--- config.mk ---
export PLATFORM = sky130hd
export DESIGN_NAME = pipe_stage_buf
export DESIGN_NICKNAME = d
export VERILOG_FILES = /design/src/rtl/pipe_stage_buf.sv
export SDC_FILE = /design/constraint.sdc
export NUM_CORES = 1
export LEC_CHECK = 0
export ABC_AREA = 0
export CAP_MARGIN = 0
export CORE_ASPECT_RATIO = 0.75
export CORE_MARGIN = 2
export CORE_UTILIZATION = 48
export DETAILED_ROUTE_END_ITERATION = 10
export GPL_ROUTABILITY_DRIVEN = 0
export PLACE_DENSITY = 0.78
export REMOVE_ABC_BUFFERS = 1
export SLEW_MARGIN = 20
export SYNTH_ARGS = -nofsm -noshare
export SYNTH_HDL_FRONTEND = slang
export SYNTH_SLANG_ARGS = --single-unit
export TNS_END_PERCENT = 50
--- constraint.sdc ---
create_clock -name clk_i -period 2.16 [get_ports clk_i]
set_input_delay 0.324 -clock clk_i [delete_from_list [all_inputs] [get_ports clk_i]]
set_output_delay 0.324 -clock clk_i [all_outputs]
set_load 0.05 [all_outputs]
--- src/rtl/pipe_stage_buf.sv ---
// pipe_stage_buf: valid/allow inter-stage register with optional skid entry and NOP fill.
// Optional perf counters (stall/bubble) are built only when PIPE_STAGE_PERF_EN is defined.
module pipe_stage_buf #(
  parameter int unsigned       DATA_W  = 64,
  parameter logic [DATA_W-1:0] NOP_VAL = '0,
  parameter bit                SKID    = 1'b1
) (
  input  logic              clk_i,
  input  logic              rst_n,
  input  logic              flush_i,
  input  logic              in_valid_i,
  input  logic              in_done_i,
  input  logic [DATA_W-1:0] in_data_i,
  output logic              in_allow_o,
  output logic              out_valid_o,
  output logic [DATA_W-1:0] out_data_o,
  input  logic              out_allow_i,
  output logic [1:0]        occ_o,
  output logic [31:0]       stall_cnt_o,
  output logic [31:0]       bubble_cnt_o
);
  typedef enum logic [1:0] {EMPTY = 2'd0, FULL = 2'd1, SKIDDED = 2'd2} state_e;
  state_e            state_q, state_d;
  logic [DATA_W-1:0] main_q, main_d, skid_q, skid_d;
  logic              allow_q, allow_d, acc, pop;
  assign out_valid_o = state_q != EMPTY;
  assign out_data_o  = out_valid_o ? main_q : NOP_VAL;
  assign occ_o       = state_q == SKIDDED ? 2'd2 : {1'b0, out_valid_o};
  // with a skid entry allow-in comes straight from a flop, cutting the ready chain
  assign in_allow_o  = SKID ? allow_q : (~out_valid_o | out_allow_i);
  assign acc         = in_valid_i & in_done_i & in_allow_o & ~flush_i;
  assign pop         = out_valid_o & out_allow_i;
  always_comb begin
    state_d = state_q;
    main_d  = main_q;
    skid_d  = skid_q;
    if (flush_i) begin
      state_d = EMPTY;
      main_d  = NOP_VAL;
      skid_d  = NOP_VAL;
    end else begin
      case (state_q)
        EMPTY: begin
          state_d = acc ? FULL : EMPTY;
          main_d  = acc ? in_data_i : main_q;
        end
        FULL: begin
          if (acc && (pop || !SKID)) begin
            main_d = in_data_i;
          end else if (pop) begin
            state_d = EMPTY;
            main_d  = NOP_VAL;
          end else if (acc) begin
            state_d = SKIDDED;
            skid_d  = in_data_i;
          end
        end
        SKIDDED: begin
          state_d = pop ? FULL : SKIDDED;
          main_d  = pop ? skid_q : main_q;
          skid_d  = pop ? NOP_VAL : skid_q;
        end
        default: begin
          state_d = EMPTY;
          main_d  = NOP_VAL;
          skid_d  = NOP_VAL;
        end
      endcase
    end
    allow_d = state_d != SKIDDED;
  end
  always_ff @(posedge clk_i or negedge rst_n) begin
    if (!rst_n) begin
      state_q <= EMPTY;
      main_q  <= NOP_VAL;
      skid_q  <= NOP_VAL;
      allow_q <= 1'b1;
    end else begin
      state_q <= state_d;
      main_q  <= main_d;
      skid_q  <= skid_d;
      allow_q <= allow_d;
    end
  end
`ifdef PIPE_STAGE_PERF_EN
  logic [31:0] stall_q, stall_d, bubble_q, bubble_d;
  // the reduction-AND term freezes each counter at all-ones
  assign stall_d      = stall_q + 32'(out_valid_o & ~out_allow_i & ~&stall_q);
  assign bubble_d     = bubble_q + 32'(~out_valid_o & out_allow_i & ~&bubble_q);
  assign stall_cnt_o  = stall_q;
  assign bubble_cnt_o = bubble_q;
  always_ff @(posedge clk_i or negedge rst_n) begin
    if (!rst_n) begin
      stall_q  <= '0;
      bubble_q <= '0;
    end else begin
      stall_q  <= stall_d;
      bubble_q <= bubble_d;
    end
  end
`else
  assign stall_cnt_o  = '0;
  assign bubble_cnt_o = '0;
`endif
endmodule

==> results <==
[per-layer routing]
metal	vias up	track usage (%)	wire length [um]
met2	271	35.9	8400
met3	20	6.60	1560
met4	0	7.07	178
met5	-	0	0
li1	2376	-	-
met1	2741	35.7	8210
[metrics by stage]
step	std cells	setup WS, ns	hold WS (ns)
after floorplan	543	-2.61	0.0284
after detailed placement	901	0.0964	0.357
after global placement	901	0.136	0.350
final	939	0.0777	0.484
after global routing	937	0.0231	0.509
after CTS	935	0.0215	0.477
[state kept, by name, summed over array words and instances, names as in the netlist]
name,count
in_allow_o,1
main_q,64
skid_q,64
state_q,2
[cells in the mapped netlist (all sizes together)]
cell type | count | area share [%]
nand2b | 2 | 0.18
and2b | 1 | 0.11
o21ai | 3 | 0.21
inv | 3 | 0.16
or3 | 1 | 0.090
and3b | 1 | 0.13
buf | 108 | 11
and2 | 64 | 5.7
o32ai | 2 | 0.36
conb | 1 | 0.054
mux2i | 63 | 9.0
dfrtp | 130 | 47
dfstp | 1 | 0.38
o2bb2ai | 63 | 7.9
a31o | 1 | 0.13
nand3 | 2 | 0.14
nor3 | 2 | 0.47
a22o | 128 | 16
a21oi | 4 | 0.34
or2 | 2 | 0.18
nand2 | 2 | 0.14
nor2 | 2 | 0.11
and4b | 1 | 0.14
o21a | 1 | 0.11
clkbuf | 13 | 0.70
[kinds of logic (layout without fill, tap and decap cells)]
logic type             count (synthesis)  in the layout
other                                  1             66
buffers and inverters                124            197
DFF                                  131            131
muxes                                 63             63
AOI/OAI and AO/OA                    202            202
and+or+nand+nor                       80             80
[area by class of cell]
cell class	count	area, um^2
Clock inverter	13	183
Fill cell	1017	4620
Tap cell	200	250
Antenna cell	2	5.00
Timing Repair Buffer	162	2380
Multi-Input combinational cell	409	3180
Inverter	3	11.3
Clock buffer	19	453
Sequential cell	131	3280
[placed cells by master (no fill, tap or decap), types with 2 or more instances in the layout]
cell type	netlist	routed
inv_1	3	3
nor2_1	2	2
and2_1	64	59
clkbuf_8	0	2
a21oi_1	3	3
buf_4	64	13
nand3_1	2	2
buf_12	0	79
clkinv_2	0	4
o21ai_0	2	2
mux2i_1	63	63
clkdlybuf4s50_1	0	69
o2bb2ai_1	63	63
conb_1	1	64
nor3_4	2	2
dfrtp_1	130	128
a22o_1	128	128
clkinv_4	0	4
and2_4	0	5
diode_2	0	2
clkbuf_16	0	17
bufinv_16	0	4
nand2b_1	2	2
[worst max-delay path, delay by kind of cell, from the launching register on]
| kind | cells | cell delay [ns] |
|---|---|---|
| buffers and inverters | 2 | 0.35 |
| and+or+nand+nor | 2 | 0.50 |
| DFF | 1 | 0.50 |
[worst paths after layout]
| path | slack [ns] | start | depth (start not counted) | end |
|---|---|---|---|---|
| setup / recovery | 0.08 | state_q[1] | 4 | out_data_o[50] |
| hold / removal | 0.48 | rst_n | 2 | skid_q[25] |
| setup reg to reg | 0.27 | state_q[0] | 6 | main_q[32] |
| hold reg to reg | 0.50 | main_q[20] | 1 | main_q[20] |
| max in group asynchronous | 1.06 | rst_n | 3 | main_q[14] |
| min in group clk_i | 0.50 | main_q[20] | 1 | main_q[20] |
[power by group]
part / internal [mW] / switching, mW
Combinational: 0.464 / 0.810
Clock: 1.99 / 1.06
Sequential: 2.56 / 0.0660
[repair_timing]
item / CTS / global route
hold endpoints to repair: 37 / 0
hold buffers: 1 / 0
setup endpoints to repair: 52 / 35
pin swaps: 1 / 0
buffers inserted: 1 / 2
gates resized for setup: 1 / 5
==> metrics.md <==
| Metric | Value |
|---|---|
| MaxCap Viol Count | `0` |
| Cells after Synth | `601` |
| Final Hold Viols | `0` |
| CP max stage cell | `dfrtp_4` |
| Via count | `approximately 5,400` |
| Remaining antenna violation count after routing | `0` |
| H-tree depth | `4` |
| Worst-margin pin slew | `about 0.65 ns` |
| Sequential share of the synthesized area | `46.9%` |
| Post-route DRC | `0` |
| Ys Warns | `0` |
| Chip width | `roughly 140 um` |
| Detailed Place HPWL | `around 12 mm` |
| Cells along the critical path | `or2_4 > buf_12 > and2_1 > buf_12` |
| Netlist cell types | `32` |
| Num CTS Buffers | `17` |
| Most Frequent Cell on Critical Path | `buf_12` |
| Crit Path Class | `flip-flop to output port` |
| Util after Layout | `between 60% and 70%` |
| Clock Skews | `0.00979 ns` |
| Initial antenna violation count | `1` |
| Worst path max stage delay | `0.50 ns` |
| Total gr overflow | `0` |
| Clock sink count | `~130` |
| Final setup fails | `0` |
| Mux share of post-synthesis cell area | `a little under a tenth` |
| HP Class | `input port to async pin` |
| Die area | `~16,000 um^2` |
| Fin crit period | `~2.1 ns` |
| Area after DPL | `approximately 9100 um^2` |
| XOR/XNOR share of the synthesized area | `0%` |
| FF+latch count, synth | `between 100 and 150` |
| Adder-Cell Fraction of Synth Area | `0%` |
| Clock Latency Late Sink | `slightly above 0.4 ns` |
| Final nets | `approximately 790` |
| Cell area after synthesis | `between 6000 and 7000 um^2` |
| Buffers on Ports | `137` |
| Drt first pass iters | `5` |
| RSZ-0062 raised after global routing | `false` |
| I/O pin count | `202` |
| Layout cells sized above 1 | `19.0%` |
| Worst Setup Start Kind | `flip-flop` |
| CTS tree | `done` |
| Largest net degree at the start of global routing | `65` |
| Pleak | `approximately 4.2 nW` |
| Worst relative slew slack | `a little under three fifths` |
| Fmax | `roughly 480 MHz` |
| Post-Route WL | `18.4 mm` |
| Drt first-iter violations | `456` |
| Average size of a mapped cell | `around 12 um^2` |
| CTS Root Cell | `clkbuf_16` |
| Drt wl/cell | `about 20 um` |
| Maximum vdd drop | `roughly 0.57 mV` |
| Fin area | `around 9700 um^2` |
| Final setup TNS | `0 ns` |
| Core area | `approximately 14,000 um^2` |
| Slew Viols, Final | `0` |
| Arrival time worst endpoint | `about 1.8 ns` |
| Height of the die | `108 um` |
| Compound-cell area share of the yosys netlist | `between 20% and 30%` |
| CP Data Required Time | `1.84 ns` |
| Largest family of logic cells by synthesized area | `compound AO/OA/AOI/OAI gates` |
| Outcome | `finished clean` |
| Pwr dens | `between 700 and 800 nW/um^2` |
| Synth Area in Simple Gates | `7.41%` |
| Global-route wire length before repair | `29.4 mm` |
| Vias in the first global route | `roughly 5,400` |
| Worst-path clk slew | `0.06 ns` |
| Cell Rows | `38` |
| Total track usage | `between 20% and 30%` |
| Starting Density | `48.7%` |
| Crit. End Element | `output port` |
| Avg Vias per Cell | `5.76` |
| Area Growth Syn to Fin | `39.4%` |
| Total power | `a little under 7 mW` |
| Max FO, Critical Path | `53` |
| CTS Buffer Depth | `2` |
| Post-route clock period utilization | `between 90 and 100%` |
Note: power is estimated with default switching activity, not from simulation.
